<file path="config.mk">
export PLATFORM = sky130hd
export DESIGN_NAME = brick_field_flat
export DESIGN_NICKNAME = d
export VERILOG_FILES = /design/src/rtl/brick_pkg.sv /design/src/rtl/brick_field_if.sv /design/src/rtl/brick_scan.sv /design/src/rtl/brick_field.sv /design/src/flat_wrapper.sv
export SDC_FILE = /design/constraint.sdc
export NUM_CORES = 1
export LEC_CHECK = 0
export BUFFER_PORTS_ARGS = -buffer_cell sky130_fd_sc_hd__clkbuf_2
export CORE_MARGIN = 5
export CORE_UTILIZATION = 50
export CTS_BUF_LIST = sky130_fd_sc_hd__clkbuf_4 sky130_fd_sc_hd__clkbuf_8 sky130_fd_sc_hd__clkbuf_16
export DETAILED_ROUTE_END_ITERATION = 7
export PLACE_DENSITY = 0.67
export RECOVER_POWER = 25
export SLEW_MARGIN = 20
export SYNTH_ARGS = -nofsm -noshare
export SYNTH_HDL_FRONTEND = slang
export SYNTH_SLANG_ARGS = --single-unit
export TNS_END_PERCENT = 30
</file>
<file path="constraint.sdc">
create_clock -name clk -period 7.55 [get_ports clk]
set_clock_uncertainty 0.15 [all_clocks]
set_input_delay 0.3775 -clock clk [delete_from_list [all_inputs] [get_ports clk]]
set_output_delay 0.3775 -clock clk [all_outputs]
set_load 0.01 [all_outputs]
</file>
<file path="src/rtl/brick_pkg.sv">
// brick_field shared types: command opcodes, FSM states, brick palette.
package brick_pkg;

    localparam logic [1:0] OP_INIT = 2'd0;
    localparam logic [1:0] OP_DRAW = 2'd1;
    localparam logic [1:0] OP_HIT  = 2'd2;
    localparam logic [1:0] OP_NOP  = 2'd3;

    typedef enum logic [2:0] {
        S_IDLE,
        S_INIT,
        S_DRAW,
        S_LOOKUP,
        S_ERASE,
        S_DONE
    } state_e;

    // Palette index 1..7 so a live brick is never black.
    function automatic logic [2:0] colour_of(input int idx);
        return 3'((idx % 7) + 1);
    endfunction

endpackage

</file>
<file path="src/rtl/brick_field_if.sv">
// Command handshake from the game FSM and plot bus towards the VGA mux.
interface brick_field_if #(
    parameter int X_W   = 8,
    parameter int Y_W   = 7,
    parameter int IDX_W = 6
);
    logic             cmd_valid;
    logic             cmd_ready;
    logic [1:0]       cmd_op;
    logic [X_W-1:0]   cmd_x;
    logic [Y_W-1:0]   cmd_y;
    logic [X_W-1:0]   x;
    logic [Y_W-1:0]   y;
    logic [2:0]       colour;
    logic             plot;
    logic             busy;
    logic             done;
    logic             hit_valid;
    logic             hit;
    logic [IDX_W-1:0] hit_index;
    logic [IDX_W:0]   bricks_left;

    modport master (
        output cmd_valid, cmd_op, cmd_x, cmd_y,
        input  cmd_ready, x, y, colour, plot, busy, done,
        input  hit_valid, hit, hit_index, bricks_left
    );

    modport slave (
        input  cmd_valid, cmd_op, cmd_x, cmd_y,
        output cmd_ready, x, y, colour, plot, busy, done,
        output hit_valid, hit, hit_index, bricks_left
    );
endinterface

</file>
<file path="src/rtl/brick_scan.sv">
// Raster walker over one brick: row-major pixel coordinates from a loaded origin.
module brick_scan #(
    parameter int BRICK_W = 16,
    parameter int BRICK_H = 4,
    parameter int X_W     = 8,
    parameter int Y_W     = 7
) (
    input  logic           clk,
    input  logic           resetn,
    input  logic           start,
    input  logic           step,
    input  logic [X_W-1:0] org_x,
    input  logic [Y_W-1:0] org_y,
    output logic [X_W-1:0] x,
    output logic [Y_W-1:0] y,
    output logic           last
);
    localparam int DX_W = (BRICK_W > 1) ? $clog2(BRICK_W) : 1;
    localparam int DY_W = (BRICK_H > 1) ? $clog2(BRICK_H) : 1;
    localparam logic [DX_W-1:0] DX_LAST = DX_W'(BRICK_W - 1);
    localparam logic [DY_W-1:0] DY_LAST = DY_W'(BRICK_H - 1);

    logic [DX_W-1:0] dx_q, dx_d;
    logic [DY_W-1:0] dy_q, dy_d;
    logic [X_W-1:0]  x_q, x_d;
    logic [Y_W-1:0]  y_q, y_d;

    // Absolute x/y are tracked directly so the plot bus comes straight from flops.
    always_comb begin
        dx_d = dx_q;
        dy_d = dy_q;
        x_d  = x_q;
        y_d  = y_q;
        if (start) begin
            dx_d = '0;
            dy_d = '0;
            x_d  = org_x;
            y_d  = org_y;
        end else if (step) begin
            if (dx_q == DX_LAST) begin
                dx_d = '0;
                dy_d = dy_q + 1'b1;
                x_d  = x_q - X_W'(BRICK_W - 1);
                y_d  = y_q + 1'b1;
            end else begin
                dx_d = dx_q + 1'b1;
                x_d  = x_q + 1'b1;
            end
        end
    end

    always_ff @(posedge clk) begin
        if (!resetn) begin
            dx_q <= '0;
            dy_q <= '0;
            x_q  <= '0;
            y_q  <= '0;
        end else begin
            dx_q <= dx_d;
            dy_q <= dy_d;
            x_q  <= x_d;
            y_q  <= y_d;
        end
    end

    assign x    = x_q;
    assign y    = y_q;
    assign last = (dx_q == DX_LAST) && (dy_q == DY_LAST);

endmodule

</file>
<file path="src/rtl/brick_field.sv">
// Brick wall engine: alive/colour state, wall rendering and ball hit resolution.
module brick_field
    import brick_pkg::*;
#(
    parameter int COLS      = 10,
    parameter int ROWS      = 4,
    parameter int BRICK_W   = 16,
    parameter int BRICK_H   = 4,
    parameter int ROW_PITCH = 8,
    parameter int ORIGIN_Y  = 0,
    parameter int X_W       = 8,
    parameter int Y_W       = 7
) (
    input logic          clk,
    input logic          resetn,
    brick_field_if.slave bus
);
    localparam int N     = COLS * ROWS;
    localparam int IDX_W = $clog2(N);
    localparam logic [IDX_W-1:0] LAST_IDX = IDX_W'(N - 1);
    localparam logic [IDX_W:0]   N_CNT    = (IDX_W + 1)'(N);

    if (COLS * BRICK_W > (1 << X_W)) begin : g_x_range
        $error("brick_field: wall wider than the x coordinate range");
    end
    if (BRICK_H > ROW_PITCH) begin : g_h_range
        $error("brick_field: BRICK_H exceeds ROW_PITCH");
    end

    state_e           state_q, state_d;
    logic [N-1:0]     alive_q, alive_d;
    logic [IDX_W:0]   left_q, left_d;
    logic [IDX_W-1:0] idx_q, idx_d, idx_nxt;
    logic [X_W-1:0]   cx_q, cx_d;
    logic [Y_W-1:0]   cy_q, cy_d;
    logic [2:0]       colour_q, colour_d;
    logic             hit_valid_q, hit_valid_d;
    logic             hit_q, hit_d;
    logic [IDX_W-1:0] hit_index_q, hit_index_d;

    logic             scan_start, scan_step, scan_last;
    logic [IDX_W-1:0] scan_idx;
    logic [X_W-1:0]   org_x, pix_x;
    logic [Y_W-1:0]   org_y, pix_y;

    int               q_col, q_ry, q_row;
    logic             q_in, q_hit;
    logic [IDX_W-1:0] q_idx;

    function automatic logic [X_W-1:0] origin_x(input logic [IDX_W-1:0] b);
        return X_W'((int'(b) % COLS) * BRICK_W);
    endfunction

    function automatic logic [Y_W-1:0] origin_y(input logic [IDX_W-1:0] b);
        return Y_W'(ORIGIN_Y + (int'(b) / COLS) * ROW_PITCH);
    endfunction

    assign idx_nxt = idx_q + 1'b1;
    assign org_x   = origin_x(scan_idx);
    assign org_y   = origin_y(scan_idx);

    // Map the latched ball position onto a brick slot; rows have a gap below them.
    always_comb begin
        q_col = int'(cx_q) / BRICK_W;
        q_ry  = int'(cy_q) - ORIGIN_Y;
        q_row = q_ry / ROW_PITCH;
        q_in  = (q_ry >= 0) && (q_col < COLS) && (q_row < ROWS)
             && ((q_ry % ROW_PITCH) < BRICK_H);
        q_idx = q_in ? IDX_W'(q_row * COLS + q_col) : '0;
        q_hit = q_in && alive_q[q_idx];
    end

    always_comb begin
        state_d     = state_q;
        alive_d     = alive_q;
        left_d      = left_q;
        idx_d       = idx_q;
        cx_d        = cx_q;
        cy_d        = cy_q;
        colour_d    = colour_q;
        hit_valid_d = 1'b0;
        hit_d       = hit_q;
        hit_index_d = hit_index_q;
        scan_start  = 1'b0;
        scan_step   = 1'b0;
        scan_idx    = idx_q;
        unique case (state_q)
            S_IDLE: begin
                if (bus.cmd_valid) begin
                    cx_d = bus.cmd_x;
                    cy_d = bus.cmd_y;
                    unique case (bus.cmd_op)
                        OP_INIT: begin
                            state_d = S_INIT;
                            idx_d   = '0;
                        end
                        OP_DRAW: begin
                            state_d    = S_DRAW;
                            idx_d      = '0;
                            scan_start = 1'b1;
                            scan_idx   = '0;
                            colour_d   = alive_q[0] ? colour_of(0) : 3'd0;
                        end
                        OP_HIT:  state_d = S_LOOKUP;
                        OP_NOP:  state_d = S_DONE;
                    endcase
                end
            end
            S_INIT: begin
                alive_d[idx_q] = 1'b1;
                if (idx_q == LAST_IDX) begin
                    left_d  = N_CNT;
                    state_d = S_DONE;
                end else begin
                    idx_d = idx_nxt;
                end
            end
            S_DRAW: begin
                if (!scan_last) begin
                    scan_step = 1'b1;
                end else if (idx_q == LAST_IDX) begin
                    state_d = S_DONE;
                end else begin
                    idx_d      = idx_nxt;
                    scan_start = 1'b1;
                    scan_idx   = idx_nxt;
                    colour_d   = alive_q[idx_nxt] ? colour_of(int'(idx_nxt)) : 3'd0;
                end
            end
            S_LOOKUP: begin
                hit_valid_d = 1'b1;
                hit_d       = q_hit;
                hit_index_d = q_hit ? q_idx : '0;
                if (q_hit) begin
                    alive_d[q_idx] = 1'b0;
                    left_d         = left_q - 1'b1;
                    idx_d          = q_idx;
                    scan_start     = 1'b1;
                    scan_idx       = q_idx;
                    colour_d       = 3'd0;
                    state_d        = S_ERASE;
                end else begin
                    state_d = S_DONE;
                end
            end
            S_ERASE: begin
                if (scan_last) state_d = S_DONE;
                else           scan_step = 1'b1;
            end
            S_DONE:  state_d = S_IDLE;
            default: state_d = S_IDLE;
        endcase
    end

    always_ff @(posedge clk) begin
        if (!resetn) begin
            state_q     <= S_IDLE;
            alive_q     <= '0;
            left_q      <= '0;
            idx_q       <= '0;
            cx_q        <= '0;
            cy_q        <= '0;
            colour_q    <= '0;
            hit_valid_q <= 1'b0;
            hit_q       <= 1'b0;
            hit_index_q <= '0;
        end else begin
            state_q     <= state_d;
            alive_q     <= alive_d;
            left_q      <= left_d;
            idx_q       <= idx_d;
            cx_q        <= cx_d;
            cy_q        <= cy_d;
            colour_q    <= colour_d;
            hit_valid_q <= hit_valid_d;
            hit_q       <= hit_d;
            hit_index_q <= hit_index_d;
        end
    end

    brick_scan #(
        .BRICK_W (BRICK_W),
        .BRICK_H (BRICK_H),
        .X_W     (X_W),
        .Y_W     (Y_W)
    ) u_scan (
        .clk    (clk),
        .resetn (resetn),
        .start  (scan_start),
        .step   (scan_step),
        .org_x  (org_x),
        .org_y  (org_y),
        .x      (pix_x),
        .y      (pix_y),
        .last   (scan_last)
    );

    assign bus.cmd_ready   = (state_q == S_IDLE);
    assign bus.busy        = (state_q != S_IDLE);
    assign bus.done        = (state_q == S_DONE);
    assign bus.plot        = (state_q == S_DRAW) || (state_q == S_ERASE);
    assign bus.x           = pix_x;
    assign bus.y           = pix_y;
    assign bus.colour      = colour_q;
    assign bus.hit_valid   = hit_valid_q;
    assign bus.hit         = hit_q;
    assign bus.hit_index   = hit_index_q;
    assign bus.bricks_left = left_q;

endmodule

</file>
<file path="src/flat_wrapper.sv">
// flat-port wrapper written by rule: the top's interface ports become plain ports
module brick_field_flat import brick_pkg::*;
#(
    parameter int COLS      = 10,
    parameter int ROWS      = 4,
    parameter int BRICK_W   = 16,
    parameter int BRICK_H   = 4,
    parameter int ROW_PITCH = 8,
    parameter int ORIGIN_Y  = 0,
    parameter int X_W       = 8,
    parameter int Y_W       = 7
)
  (clk, resetn, bus_cmd_valid, bus_cmd_op, bus_cmd_x, bus_cmd_y, bus_cmd_ready, bus_x, bus_y, bus_colour, bus_plot, bus_busy, bus_done, bus_hit_valid, bus_hit, bus_hit_index, bus_bricks_left);
  brick_field_if #(.X_W(X_W), .Y_W(Y_W), .IDX_W(6)) bus_i ();
  input logic clk;
  input logic resetn;
  input wire logic [$bits(bus_i.cmd_valid)-1:0] bus_cmd_valid;
  input wire logic [$bits(bus_i.cmd_op)-1:0] bus_cmd_op;
  input wire logic [$bits(bus_i.cmd_x)-1:0] bus_cmd_x;
  input wire logic [$bits(bus_i.cmd_y)-1:0] bus_cmd_y;
  output wire logic [$bits(bus_i.cmd_ready)-1:0] bus_cmd_ready;
  output wire logic [$bits(bus_i.x)-1:0] bus_x;
  output wire logic [$bits(bus_i.y)-1:0] bus_y;
  output wire logic [$bits(bus_i.colour)-1:0] bus_colour;
  output wire logic [$bits(bus_i.plot)-1:0] bus_plot;
  output wire logic [$bits(bus_i.busy)-1:0] bus_busy;
  output wire logic [$bits(bus_i.done)-1:0] bus_done;
  output wire logic [$bits(bus_i.hit_valid)-1:0] bus_hit_valid;
  output wire logic [$bits(bus_i.hit)-1:0] bus_hit;
  output wire logic [$bits(bus_i.hit_index)-1:0] bus_hit_index;
  output wire logic [$bits(bus_i.bricks_left)-1:0] bus_bricks_left;
  assign bus_i.cmd_valid = bus_cmd_valid;
  assign bus_i.cmd_op = bus_cmd_op;
  assign bus_i.cmd_x = bus_cmd_x;
  assign bus_i.cmd_y = bus_cmd_y;
  assign bus_cmd_ready = bus_i.cmd_ready;
  assign bus_x = bus_i.x;
  assign bus_y = bus_i.y;
  assign bus_colour = bus_i.colour;
  assign bus_plot = bus_i.plot;
  assign bus_busy = bus_i.busy;
  assign bus_done = bus_i.done;
  assign bus_hit_valid = bus_i.hit_valid;
  assign bus_hit = bus_i.hit;
  assign bus_hit_index = bus_i.hit_index;
  assign bus_bricks_left = bus_i.bricks_left;
  brick_field #(.COLS(COLS), .ROWS(ROWS), .BRICK_W(BRICK_W), .BRICK_H(BRICK_H), .ROW_PITCH(ROW_PITCH), .ORIGIN_Y(ORIGIN_Y), .X_W(X_W), .Y_W(Y_W)) u_core (.clk(clk), .resetn(resetn), .bus(bus_i));
endmodule
</file>
; After elaboration in Yosys (flattened, before gate mapping)
; Index checks and enable logic that the tools add are counted.
[word_totals]
register_bits = 103
output_inout_bits = 37
[classes]
addsub = 9
mul = 1
div = 3
magnitude_cmp = 9
eq_ne = 19
mux = 55
bitwise_logic = 4
reduce_logical = 27
[op_table]
columns = op, n
row1 = 40-bit one-hot mux with 2 select lines, 1
row2 = 6-bit two-way mux, 9
row3 = 40-bit AND, 1
row4 = 40-bit two-way mux, 1
row5 = 40-bit NOT, 1
row6 = 40-bit bitwise OR, 1
row7 = 7-bit two-way mux, 5
row8 = 7-bit by 5-bit divider with 32-bit output (second input constant), 1
row9 = 7-bit by 4-bit remainder unit with 32-bit output (second input constant), 1
row10 = 7-bit by 5-bit remainder unit with 32-bit output (second input constant), 1
row11 = 3-bit two-way mux, 10
row12 = 8-bit two-way mux, 3
row13 = 6-bit one-hot mux with 4 select lines, 1
row14 = 6-bit by 7-bit < comparator with 1-bit output (second input constant), 3
row15 = 6-bit one-hot mux with 3 select lines, 1
row16 = 3-bit one-hot mux with 5 select lines, 1
row17 = 1-bit two-way mux, 14
row18 = 7-bit one-hot mux with 2 select lines, 1
row19 = 1-bit binary-select mux with 6-bit select, 2
row20 = 1-bit demux with 6-bit select, 2
row21 = 6-bit by 1-bit >= comparator with 1-bit output (second input constant), 2
row22 = 3-bit one-hot mux with 4 select lines, 1
row23 = 2-bit by 1-bit inequality test with 1-bit output (second input constant), 5
row24 = 3-bit one-hot mux with 3 select lines, 1
row25 = 36 further kinds, 58

; Longest topological paths before layout
; Gate-level depths: netlist (run 1).
[depth]
word_depth = 13
depth_mapped = 28

; Cells and area by module
; Synthesis (run 1) repeated with hierarchy kept, for this count alone.
[hier_totals]
hier_cells = 879
hier_area_um2 = 6815.3
[by_module_without_submodules]
columns = module, n_inst, cells_per_inst, area_each_um2, seq_area_each_um2
row1 = brick_field, 1, 740, 5640.4, 1521.5
row2 = brick_scan, 1, 139, 1174.9, 420.4

; Worst setup path before layout (run 1)
; Ideal clock, no wire load.
[synth_path]
path_kind = register to register
from = reg u_core.idx_q[1]
to = reg u_core.colour_q[2] (netlist: u_core.bus.colour[2])
t_arrival_ns = 5.978
required_ns = 7.326
path_slack_ns = 1.348
stages_incl_launch_ff = 28
path_buffers = 2
cell_sequence = dfxtp_1 > ha_1 > buf_4 > nand3_1 > xnor2_2 > ha_1 > ha_1 > clkbuf_1 > xnor2_1 > xnor2_1 > o22ai_1 > nor2b_1 > nor3_4 > xnor2_1 > ha_1 > nand2_1 > o211ai_1 > a221oi_2 > xnor2_1 > ha_1 > nand2_1 > mux2i_1 > a211oi_2 > mux2_2 > ha_1 > xnor2_1 > or4_1 > a31oi_1
[synth_between]
elab_chain_len = 7
[synth_rtl]
columns = item, line_no
row1 = start: declaration, brick_field.sv:33  ; logic [IDX_W-1:0] idx_q, idx_d, idx_nxt;
row2 = start signal: assignment, brick_field.sv:171  ; idx_q <= idx_d;
row3 = 6-bit by 1-bit adder with 6-bit output, brick_field.sv:58  ; assign idx_nxt = idx_q + 1'b1;
row4 = 7-bit by 4-bit remainder unit with 32-bit output / 1-bit binary-select mux with 6-bit select (equally long branches), "brick_pkg.sv:20, brick_field.sv:127"
row5 = 3-bit by 2-bit adder with 3-bit output / 1-bit two-way mux (equally long branches), "brick_pkg.sv:20, brick_field.sv:127"
row6 = 3-bit two-way mux, brick_field.sv:127  ; colour_d = alive_q[idx_nxt] ? colour_of(int'(idx_nxt)) : 3'd0;
row7 = 3-bit two-way mux, brick_field.sv:121  ; end else if (idx_q == LAST_IDX) begin
row8 = 3-bit two-way mux, brick_field.sv:119  ; if (!scan_last) begin
row9 = 3-bit one-hot mux with 3 select lines, brick_field.sv:87  ; unique case (state_q)
row10 = end signal: assignment, brick_field.sv:174  ; colour_q <= colour_d;
row11 = end: declaration, brick_field.sv:36  ; logic [2:0] colour_q, colour_d;
; Parallel ways exist; a longest one is shown, timed or not. The select of a mux whose other input is x is not followed.
; A chain may end at the register's enable or synchronous reset.

; Worst setup path in the final report (run 1)
; Same ends and word-level chain as after synthesis.

==> results of run 1 <==
layer usage:
| metal | share of wire, % | routed length, um | track usage (%) | vias up |
|---|---|---|---|---|
| met5 | 0 | 0 | 0 | - |
| met4 | 2.4 | 446 | 7.78 | 0 |
| met3 | 7.4 | 1380 | 4.72 | 41 |
| met2 | 46 | 8560 | 38.1 | 266 |
| met1 | 44 | 8310 | 32.1 | 3053 |
| li1 | - | - | - | 3069 |
metrics by stage:
stage | utilization (%) | instances | hold slack (ps) | power, mW | area, um2
after floorplan | - | 814 | 287 | 0.984 | 6600
after global placement | 53.2 | 1010 | 299 | 1.12 | 6970
after detailed placement | 53.2 | 1010 | 301 | 1.13 | 6970
after CTS | 55.6 | 1026 | 89.4 | 1.60 | 7270
after global routing | 55.5 | 1026 | 94.7 | 1.69 | 7260
final | 55.5 | 1026 | 97.8 | 1.60 | 7260
logic make-up (layout without fill, tap and decap cells):
family / Yosys count / in the layout / share of synthesized area [%]
buffers and inverters: 55 / 91 / 3.32
muxes: 28 / 28 / 6.65
AOI/OAI and AO/OA: 200 / 200 / 23.2
DFF: 97 / 97 / 29.4
adders and majority gates: 29 / 29 / 5.61
xor gates and xnor gates: 37 / 37 / 5.34
and+or+nand+nor: 368 / 368 / 26.5
repair_timing:
item                       CTS  global route
hold endpoints to repair     0             0
setup endpoints to repair    0             1
gates resized for setup      0             2
registers in the layout, indices dropped and copies added, names as in the netlist:
signal / cells
u_core.idx_q: 6
u_core.cy_q: 5
u_core.alive_q: 40
u_core.bus.hit: 1
u_core.u_scan.dx_q: 4
u_core.bus.hit_index: 6
u_core.u_scan.dy_q: 2
u_core.bus.colour: 3
u_core.u_scan.x: 8
u_core.u_scan.y: 7
u_core.state_q: 3
u_core.bus.bricks_left: 7
u_core.cx_q: 4
u_core.bus.hit_valid: 1
worst max-delay path by stage:
stage | cells after the start | startpoint | slack (ps) | end
floorplan | 27 | u_core.idx_q[1] | 1350 | u_core.bus.colour[2]
global placement | 25 | u_core.idx_q[1] | 830 | u_core.bus.colour[2]
detailed placement | 25 | u_core.idx_q[1] | 530 | u_core.bus.colour[2]
CTS | 25 | u_core.idx_q[1] | 520 | u_core.bus.colour[2]
global route | 25 | u_core.idx_q[1] | 90 | u_core.bus.colour[2]
finish | 25 | u_core.idx_q[1] | 610 | u_core.bus.colour[2]
power by group through the flow:
stage	Combinational, mW	Sequential [mW]	Clock, mW
after floorplan	0.400	0.584	0
after global placement	0.525	0.591	0
after detailed placement	0.533	0.593	0
after CTS	0.534	0.581	0.480
after global routing	0.596	0.588	0.505
final	0.542	0.582	0.472
layout make-up:
| type | count | area [um2] | share of cell area [%] |
|---|---|---|---|
| sequential | 97 | 1940 | 26.8 |
| inverter | 20 | 75.1 | 1.03 |
| clock inverter | 2 | 37.5 | 0.517 |
| timing repair buffer | 55 | 246 | 3.40 |
| multi-input combinational | 662 | 4470 | 61.5 |
| tap | 176 | 220 | 3.04 |
| clock buffer | 14 | 269 | 3.71 |
worst min-delay path: stages:
cell and delay (ps):
sky130_fd_sc_hd__clkbuf_2 80, sky130_fd_sc_hd__nand2_1 40, sky130_fd_sc_hd__a21oi_1 50
cells in the final DEF, fill, tap and decap left out, types with 6 or more instances in the layout:
master | synthesis | routed
sky130_fd_sc_hd__nand2_1 | 124 | 124
sky130_fd_sc_hd__nor2_1 | 103 | 103
sky130_fd_sc_hd__dfxtp_1 | 97 | 97
sky130_fd_sc_hd__a21oi_1 | 60 | 60
sky130_fd_sc_hd__o221a_2 | 35 | 35
sky130_fd_sc_hd__clkbuf_1 | 28 | 33
sky130_fd_sc_hd__nand3_1 | 31 | 31
sky130_fd_sc_hd__ha_1 | 28 | 27
sky130_fd_sc_hd__o21ai_0 | 26 | 26
sky130_fd_sc_hd__nor3_1 | 26 | 24
sky130_fd_sc_hd__xnor2_1 | 21 | 21
sky130_fd_sc_hd__inv_1 | 17 | 17
sky130_fd_sc_hd__clkbuf_2 | 0 | 17
sky130_fd_sc_hd__xor2_1 | 13 | 13
sky130_fd_sc_hd__mux2i_1 | 12 | 12
sky130_fd_sc_hd__a31oi_1 | 12 | 12
sky130_fd_sc_hd__mux4_2 | 12 | 12
sky130_fd_sc_hd__nand2b_1 | 9 | 9
sky130_fd_sc_hd__clkbuf_16 | 0 | 9
sky130_fd_sc_hd__nor3b_1 | 8 | 8
sky130_fd_sc_hd__nor4_1 | 8 | 8
sky130_fd_sc_hd__nor2b_1 | 7 | 7
sky130_fd_sc_hd__o211ai_1 | 7 | 7
sky130_fd_sc_hd__and3_1 | 6 | 6
sky130_fd_sc_hd__or3_1 | 6 | 6
sky130_fd_sc_hd__and2_1 | 6 | 6
==> flow_summary_export.csv, run 1 <==
group,metric,value,unit
cts,clock_latency,350,ps
logic_synthesis,synth-main-ff-cell,"sky130_fd_sc_hd__dfxtp_1",
cts,cts_sinks,97,
sta,period_needed,6940,ps
logic_synthesis,post_synth.cell_area_avg,8.11,um2
worst_setup_path,crit-reg2reg-capture,"u_core.bus.colour[2]",
placement,place_congestion,0.959,
logic_synthesis,yosysWarnings,0,
global_routing,total_global_routing_overflow,0,
cts,post_cts_buffers,0,
logic_synthesis,post_synth_instance_area,0.00660,mm2
route,drt_drc_violations_left,0,
pwr,pwr-share-clk,29.6,%
worst_setup_path,crit_type,"register to register",
logic_synthesis,mappedNetlistNets,863,
route,dr.first_iter.drc_count,622,
pwr,share_comb_of_total_power,33.9,%
route,remaining_antenna_violation_count,0,
cts,clock_root_buffer_master,"sky130_fd_sc_hd__clkbuf_16",
layout,final.fill_count,1214,
placement,pre_cts_slack,530,ps
pwr,power-per-cell-area,220,mW/mm2
pwr,static-leakage-power,2.66,nW
worst_setup_path,reg2reg_slack,610,ps
cts,cts_buffers,9,
worst_setup_path,critPathLaunchType,"register",
logic_synthesis,netlist.top_cell.by_area,"sky130_fd_sc_hd__dfxtp_1",
worst_setup_path,path_buf_inv,0,
route,drt_first_pass_iters,6,
cts,number_of_buffers_inserted_for_hold_repair_after_clock_tree_synthesis,0,
sta,hold_viol,0,
pwr,p_sw_share,37.0,%
global_routing,grt_start_max_net_pins,49,
sta,rsz0062_at_grt,"false",
layout,post_route_cells_drive_above_1_share,13.9,%
logic_synthesis,synth_async_sr_flop_share,0,%
worst_setup_path,reg2reg_from,"u_core.idx_q[1]",
worst_hold_path,holdCritPathClass,"input port to register",
cts,tritoncts,"built",
worst_hold_path,hold_depth,3,
floorplanning,die_h,125,um
sta,maxClockFrequency,144,MHz
logic_synthesis,synth.area.top_cells,"sky130_fd_sc_hd__dfxtp_1 (29%), sky130_fd_sc_hd__nand2_1 (7.0%), sky130_fd_sc_hd__o221a_2 (6.0%)",
worst_setup_path,critical_path.top_delay_family,"adder cells",
logic_synthesis,synth-edff-count,0,
placement,detail_placement_hpwl,13.8,mm
worst_setup_path,critical_path_s_slowest_cell,"sky130_fd_sc_hd__dfxtp_1",
worst_setup_path,worst_ep_required_time,7680,ps
run_status,outcome,"completed",
worst_setup_path,max_stage_delay,540,ps
global_routing,global_route.usage.total,23.7,%
logic_synthesis,synthDominantCellAreaShare,29.4,%
cts,htree_levels,3,
global_routing,grt_first_pass_wirelength,30.9,mm
route,vias_per_cell,6.27,
sta,worst_pin_slew,1040,ps
worst_setup_path,setup.worst_path.end_class,"register",
global_routing,number_of_antenna_violations_at_the_first_check_in_global_routing,0,
logic_synthesis,post_synth_most_frequent_cells,"sky130_fd_sc_hd__nand2_1 (124), sky130_fd_sc_hd__nor2_1 (103), sky130_fd_sc_hd__dfxtp_1 (97), sky130_fd_sc_hd__a21oi_1 (60), sky130_fd_sc_hd__o221a_2 (35)",
logic_synthesis,most_used_standard_cell_by_instance_count_after_synthesis,"sky130_fd_sc_hd__nand2_1",
sta,timing.max_slew.rel_slack,30.6,%
floorplanning,initial_utilization,50.5,%
logic_synthesis,postSynthCellCount,814,
worst_setup_path,worst-r2r-cell-count,25,
sta,setup-tns-final,0,ps
pwr,ir_drop,0.000116,V
worst_setup_path,path_max_fanout,11,
floorplanning,die_width,125,um
sta,slew_viol_final,0,
cts,ctsLongestPathBuffers,2,
worst_hold_path,hold-path-endpoint,"u_core.cy_q[5]",
layout,finalNetCount,894,
pwr,pwr-share-seq,36.5,%
worst_setup_path,cp.arrival,7060,ps
sta,min_period_over_period,91.9,%
layout,n_antenna_cell,0,
sta,layout_setup_ws,614,ps
cts,clk_transition_reported_paths,60,ps
pwr,power.net_switching,590,uW
logic_synthesis,yosys_register_bits,97,
route,drt_wl_total,18.7,mm
route,via_count_of_the_routed_design,6429,
floorplanning,core,0.0131,mm2
logic_synthesis,ys_seq_area_share,29.4,%
floorplanning,top_level_ports,57,
worst_hold_path,hp-start,"bus_cmd_y[5]",
route,avgRoutedWirePerCell,18.2,um
logic_synthesis,post_synth_num_cell_types,86,
floorplanning,floorplan.die_area,0.0156,mm2
sta,setup_viol_count_final,0,
floorplanning,std_cell_rows,42,
pwr,cell_internal_pwr,1.01,mW
placement,placement.io_buffers,50,
job,max_cap_violations,0,
layout,area_growth_from_synthesis_to_final_layout,9.89,%
global_routing,grt_pass1_vias,6055,
Note: power is estimated with default switching activity, not from simulation.
==> inputs of run 2 (changes only) <==
--- a/config.mk
+++ b/config.mk
@@ -6,6 +6,7 @@
 export NUM_CORES = 1
 export LEC_CHECK = 0
 export BUFFER_PORTS_ARGS = -buffer_cell sky130_fd_sc_hd__clkbuf_2
+export CORE_ASPECT_RATIO = 0.8
 export CORE_MARGIN = 5
 export CORE_UTILIZATION = 50
 export CTS_BUF_LIST = sky130_fd_sc_hd__clkbuf_4 sky130_fd_sc_hd__clkbuf_8 sky130_fd_sc_hd__clkbuf_16
==> constraint.sdc (replaced) <==
create_clock -name clk -period 8.7 [get_ports clk]
set_clock_uncertainty 0.15 [all_clocks]
set_input_delay 0.435 -clock clk [delete_from_list [all_inputs] [get_ports clk]]
set_output_delay 0.435 -clock clk [all_outputs]
set_load 0.01 [all_outputs]
==> run 2 against run 1 <==
Compared with the run above:
- critical path type unchanged
- flip-flop and latch count is the same
- worst hold slack gained 54 ps
- sequential share of layout area grew 0.074 points
- first-iteration DRC count grew 14%
- register-to-register slack gained 730 ps
- critical endpoint unchanged
==> flow_summary_export.csv, run 2 (same netlist as run 1, synthesis figures left out) <==
group,metric,value,unit
route,remaining_antenna_violation_count,0,
route,avgRoutedWirePerCell,19.1,um
cts,htree_levels,3,
route,drt_drc_violations_left,0,
cts,ctsLongestPathBuffers,2,
floorplanning,die_width,138,um
cts,cts_buffers,9,
layout,max_reg_flops,40,
layout,fin_util,56.0,%
pwr,power-per-cell-area,194,mW/mm2
route,vias_per_cell,6.27,
sta,timing.max_slew.rel_slack,29.5,%
pwr,ir_drop,0.000139,V
worst_setup_path,path_max_fanout,26,
sta,period_needed,7350,ps
global_routing,number_of_antenna_violations_at_the_first_check_in_global_routing,0,
sta,worst_pin_slew,1060,ps
worst_setup_path,critPathLaunchType,"register",
floorplanning,core,0.0129,mm2
cts,tritoncts,"built",
worst_setup_path,critPathMostFrequentCell,"sky130_fd_sc_hd__ha_1",
pwr,static-leakage-power,2.66,nW
placement,place_congestion,0.948,
cts,cts_sinks,97,
floorplanning,die_h,113,um
sta,slew_viol_final,0,
floorplanning,initial_utilization,51.1,%
cts,clk_transition_reported_paths,70,ps
floorplanning,std_cell_rows,37,
global_routing,total_global_routing_overflow,0,
cts,post_cts_buffers,0,
placement,pre_cts_slack,1440,ps
sta,min_period_over_period,84.5,%
layout,layout.cells.most_common_list,"sky130_fd_sc_hd__nand2_1 (124), sky130_fd_sc_hd__nor2_1 (103), sky130_fd_sc_hd__dfxtp_1 (97)",
job,max_cap_violations,0,
layout,area_growth_from_synthesis_to_final_layout,9.59,%
sta,rsz0062_at_grt,"false",
worst_setup_path,path_buf_inv,1,
worst_setup_path,setup.worst_path.end_class,"register",
route,dr.first_iter.drc_count,707,
global_routing,grt_pass1_vias,6059,
placement,detail_placement_hpwl,14.4,mm
floorplanning,floorplan.die_area,0.0156,mm2
layout,finalNetCount,894,
sta,setup-tns-final,0,ps
route,drt_wl_total,19.6,mm
sta,maxClockFrequency,136,MHz
sta,layout_setup_ws,1350,ps
cts,clock_latency,360,ps
global_routing,global_route.usage.total,25.1,%
run_status,outcome,"completed",
worst_setup_path,worst_ep_required_time,8840,ps
layout,n_antenna_cell,0,
layout,most_common_cell_after_layout_fill_and_taps_aside,"sky130_fd_sc_hd__nand2_1",
placement,placement.io_buffers,50,
cts,number_of_buffers_inserted_for_hold_repair_after_clock_tree_synthesis,0,
cts,post_cts_resized,0,
worst_setup_path,critical_path_s_slowest_cell,"sky130_fd_sc_hd__xnor2_2",
worst_hold_path,holdCritPathClass,"input port to register",
layout,post_route_cells_drive_above_1_share,13.5,%
worst_setup_path,critical_path.top_delay_family,"adder cells",
route,via_count_of_the_routed_design,6426,
cts,clock_root_buffer_master,"sky130_fd_sc_hd__clkbuf_16",
global_routing,grt_first_pass_wirelength,32.1,mm
floorplanning,top_level_ports,57,
worst_setup_path,cp.arrival,7490,ps
sta,hold_viol,0,
global_routing,grt_start_max_net_pins,49,
sta,setup_viol_count_final,0,
worst_setup_path,crit_type,"register to register",
layout,largest_register,"u_core.alive_q",
route,drt_first_pass_iters,5,
worst_setup_path,max_stage_delay,510,ps
-- run 2: changes by cell type in the layout (fill, tap and decap cells not counted), sizes merged --
| cell | before | now |
|---|---|---|
| clkinv | 1 | 3 |
| clkbuf | 64 | 62 |
-- run 2: where the power goes --
part / switching (mW) / total (mW) / internal, mW
logic: 0.316 / 0.476 / 0.160
clock network: 0.182 / 0.424 / 0.242
registers: 0.0352 / 0.504 / 0.469
-- run 2: final timing paths --
path | startpoint | endpoint | slack (ps) | depth (start not counted)
worst max-delay path | u_core.idx_q[0] | u_core.bus.colour[2] | 1350 | 26
worst min-delay path | bus_cmd_y[4] | u_core.cy_q[4] | 150 | 3
worst max register to register | u_core.idx_q[0] | u_core.bus.colour[2] | 1350 | 26
worst min register to register | u_core.bus.hit_index[2] | u_core.bus.hit_index[2] | 310 | 2
-- run 2: cell type report --
class                   instances  area (um2)
clock buffers                  12         260
repair buffers                 55         246
multi-input cells             662        4440
inverters                      20        75.1
flip-flops and latches         97        1940
well taps                     175         219
fillers                      1203        5680
clock inverters                 4        51.3
-- run 2: worst min-delay path, cell delays in order --
cell and delay, ps:
sky130_fd_sc_hd__clkbuf_2 80, sky130_fd_sc_hd__nand2_1 40, sky130_fd_sc_hd__a21oi_1 50
-- run 2: routing by layer --
| metal | track usage (%) | vias to the layer above | part of all wire (%) |
|---|---|---|---|
| met5 | 0 | - | 0 |
| met1 | 35.2 | 3035 | 47 |
| met3 | 6.51 | 31 | 8.5 |
| li1 | - | 3079 | - |
| met2 | 38.5 | 281 | 43 |
| met4 | 6.78 | 0 | 1.9 |
-- run 2: metrics by stage --
stage,std cells,hold WS [ps],cell area (um2),power (mW)
after detailed placement,1009,302,6970,0.981
after global routing,1025,145,7240,1.48
after floorplan,814,287,6600,0.854
after CTS,1025,139,7280,1.40
final,1025,151,7240,1.40
after global placement,1009,297,6970,0.973
==> inputs of run 3 (changes only) <==
--- a/config.mk
+++ b/config.mk
@@ -5,13 +5,14 @@
 export SDC_FILE = /design/constraint.sdc
 export NUM_CORES = 1
 export LEC_CHECK = 0
+export ABC_AREA = 1
 export BUFFER_PORTS_ARGS = -buffer_cell sky130_fd_sc_hd__clkbuf_2
 export CORE_ASPECT_RATIO = 0.8
 export CORE_MARGIN = 5
 export CORE_UTILIZATION = 50
 export CTS_BUF_LIST = sky130_fd_sc_hd__clkbuf_4 sky130_fd_sc_hd__clkbuf_8 sky130_fd_sc_hd__clkbuf_16
 export DETAILED_ROUTE_END_ITERATION = 7
-export PLACE_DENSITY = 0.67
+export PLACE_DENSITY = 0.69
 export RECOVER_POWER = 25
 export SLEW_MARGIN = 20
 export SYNTH_ARGS = -nofsm -noshare
==> constraint.sdc (replaced) <==
create_clock -name clk -period 6.3 [get_ports clk]
set_clock_uncertainty 0.15 [all_clocks]
set_input_delay 0.315 -clock clk [delete_from_list [all_inputs] [get_ports clk]]
set_output_delay 0.315 -clock clk [all_outputs]
set_load 0.01 [all_outputs]
==> run 3 against run 2 <==
Compared with the run above:
- worst hold slack lost 87 ps
- sequential power grew 39%
- core utilization shrank 0.54 points
- fmax grew 34%
- non-clock buffer count grew 1
==> flow_summary_export.csv, run 3 <==
group,metric,value,unit
cts,post_cts_buffers,0,
layout,layout.cells.most_common_list,"sky130_fd_sc_hd__nand2_1 (226), sky130_fd_sc_hd__inv_1 (115), sky130_fd_sc_hd__nor2_1 (112)",
sta,setup_viol_count_final,0,
logic_synthesis,post_synth_num_cell_types,51,
route,drt_first_pass_iters,5,
route,dr.first_iter.drc_count,649,
floorplanning,floorplan.die_area,0.0161,mm2
layout,largest_register,"u_core.alive_q",
sta,maxClockFrequency,182,MHz
layout,max_reg_flops,40,
worst_setup_path,worst_ep_required_time,6430,ps
worst_hold_path,hold-path-endpoint,"u_core.cx_q[6]",
cts,tritoncts,"built",
layout,area_growth_from_synthesis_to_final_layout,9.47,%
worst_hold_path,holdCritPathClass,"input port to register",
global_routing,global_route.usage.total,24.5,%
cts,ctsLongestPathBuffers,2,
floorplanning,die_h,115,um
floorplanning,core,0.0135,mm2
cts,cts_buffers,9,
route,drt_wl_total,19.7,mm
logic_synthesis,synth.area.top_cells,"sky130_fd_sc_hd__dfxtp_1 (28%), sky130_fd_sc_hd__nand2_1 (12%), sky130_fd_sc_hd__inv_1 (6.4%)",
floorplanning,top_level_ports,57,
layout,finalNetCount,1120,
worst_hold_path,hp-start,"bus_cmd_x[6]",
worst_hold_path,hold_depth,3,
layout,most_common_cell_after_layout_fill_and_taps_aside,"sky130_fd_sc_hd__nand2_1",
placement,placement.io_buffers,50,
worst_setup_path,critical_path_s_slowest_cell,"sky130_fd_sc_hd__dfxtp_1",
pwr,ir_drop,0.000229,V
floorplanning,std_cell_rows,38,
route,vias_per_cell,5.70,
cts,htree_levels,3,
cts,post_cts_resized,0,
worst_setup_path,path_max_fanout,8,
pwr,power-per-cell-area,310,mW/mm2
cts,number_of_buffers_inserted_for_hold_repair_after_clock_tree_synthesis,0,
placement,place_congestion,0.916,
worst_setup_path,critPathMostFrequentCell,"sky130_fd_sc_hd__nand2_1",
logic_synthesis,yosysWarnings,0,
logic_synthesis,ys_seq_area_share,28.4,%
layout,register_area,0.00194,mm2
floorplanning,initial_utilization,50.7,%
job,max_cap_violations,0,
pwr,static-leakage-power,3.26,nW
sta,setup-tns-final,0,ps
global_routing,grt_start_max_net_pins,67,
cts,cts_sinks,97,
layout,n_antenna_cell,0,
sta,hold_viol,0,
logic_synthesis,yosys_register_bits,97,
logic_synthesis,synth_async_sr_flop_share,0,%
sta,rsz0062_at_grt,"false",
logic_synthesis,post_synth_most_frequent_cells,"sky130_fd_sc_hd__nand2_1 (227), sky130_fd_sc_hd__inv_1 (116), sky130_fd_sc_hd__nor2_1 (112), sky130_fd_sc_hd__dfxtp_1 (97), sky130_fd_sc_hd__nand3_1 (85)",
logic_synthesis,netlist.top_cell.by_area,"sky130_fd_sc_hd__dfxtp_1",
floorplanning,die_width,141,um
logic_synthesis,synth-main-ff-cell,"sky130_fd_sc_hd__dfxtp_1",
placement,detail_placement_hpwl,14.2,mm
worst_setup_path,cp.arrival,5630,ps
sta,period_needed,5500,ps
logic_synthesis,most_used_standard_cell_by_instance_count_after_synthesis,"sky130_fd_sc_hd__nand2_1",
layout,fin_util,55.5,%
worst_setup_path,reg2reg_from,"u_core.idx_q[1]",
worst_setup_path,setup.worst_path.end_class,"register",
sta,min_period_over_period,87.3,%
logic_synthesis,post_synth_instance_area,0.00684,mm2
worst_setup_path,reg2reg_slack,800,ps
worst_setup_path,crit-reg2reg-capture,"u_core.bus.colour[2]",
layout,final.fill_count,1415,
cts,clock_root_buffer_master,"sky130_fd_sc_hd__clkbuf_16",
layout,post_route_cells_drive_above_1_share,9.48,%
cts,clock_latency,350,ps
global_routing,number_of_antenna_violations_at_the_first_check_in_global_routing,0,
route,drt_drc_violations_left,0,
global_routing,total_global_routing_overflow,0,
cts,clk_transition_reported_paths,70,ps
worst_setup_path,max_stage_delay,510,ps
logic_synthesis,synth-edff-count,0,
route,via_count_of_the_routed_design,7156,
worst_setup_path,critPathLaunchType,"register",
logic_synthesis,postSynthCellCount,1042,
global_routing,grt_pass1_vias,6393,
run_status,outcome,"completed",
logic_synthesis,synthDominantCellAreaShare,28.4,%
sta,timing.max_slew.rel_slack,20.0,%
logic_synthesis,mappedNetlistNets,1091,
global_routing,grt_first_pass_wirelength,32.3,mm
sta,slew_viol_final,0,
pwr,power,2.32,mW
sta,worst_pin_slew,1190,ps
route,remaining_antenna_violation_count,0,
worst_setup_path,worst-r2r-cell-count,37,
route,avgRoutedWirePerCell,15.7,um
worst_setup_path,crit_type,"register to register",
logic_synthesis,post_synth.cell_area_avg,6.57,um2
layout,multiInputGateArea,0.00425,mm2
## run 3: metal layers
layer | part of all wire, % | track usage [%] | vias up
met5 | 0 | 0 | -
met4 | 1.1 | 5.81 | 0
met3 | 8.6 | 5.30 | 25
met2 | 41 | 36.1 | 290
met1 | 49 | 36.3 | 3242
li1 | - | - | 3599
## run 3: metrics by stage
step | cell area, um2 | instances | setup WS [ps] | hold WS (ps)
after floorplan | 6840 | 1042 | 1140 | 295
after global placement | 7220 | 1240 | 897 | 305
after detailed placement | 7220 | 1240 | 844 | 309
after CTS | 7520 | 1256 | 820 | 51.2
after global routing | 7490 | 1256 | 261 | 68.2
final | 7490 | 1256 | 802 | 64.9
## run 3: worst max-delay path by stage
stage | start | end | slack, ps | cells past startpoint
global route | u_core.idx_q[1] | u_core.bus.colour[2] | 260 | 37
detailed placement | u_core.idx_q[1] | u_core.bus.colour[2] | 840 | 37
global placement | u_core.idx_q[1] | u_core.bus.colour[2] | 900 | 37
floorplan | u_core.idx_q[1] | u_core.bus.colour[2] | 1140 | 36
finish | u_core.idx_q[1] | u_core.bus.colour[2] | 800 | 37
CTS | u_core.idx_q[1] | u_core.bus.colour[2] | 820 | 37
## run 3: cell families after synthesis
| logic type | synth area share (%) |
|---|---|
| AOI/OAI and AO/OA | 20.4 |
| buffers and inverters | 9.75 |
| DFF | 28.4 |
| and+or+nand+nor | 33.1 |
| xor gates and xnor gates | 2.83 |
| adders and majority gates | 5.41 |
| muxes | 0.165 |
## run 3: cell type report
type / count / share of cell area (%)
Tap cell: 180 / 3.01
Inverter: 134 / 6.90
Sequential cell: 97 / 25.9
Timing Repair Buffer: 56 / 3.39
Clock inverter: 6 / 0.985
Clock buffer: 10 / 3.11
Multi-Input combinational cell: 773 / 56.7
## run 3: worst max-delay path, delay by kind of cell, from the launching register on
family	cells	cell delay, ps
AOI/OAI and AO/OA	2	270
xor gates and xnor gates	3	470
adders and majority gates	6	1290
buffers and inverters	8	750
DFF	1	510
muxes	1	330
and+or+nand+nor	17	1650
## run 3: report_power, final
part | switching, mW | internal (mW)
registers | 0.0405 | 0.660
logic | 0.762 | 0.276
clock network | 0.261 | 0.319
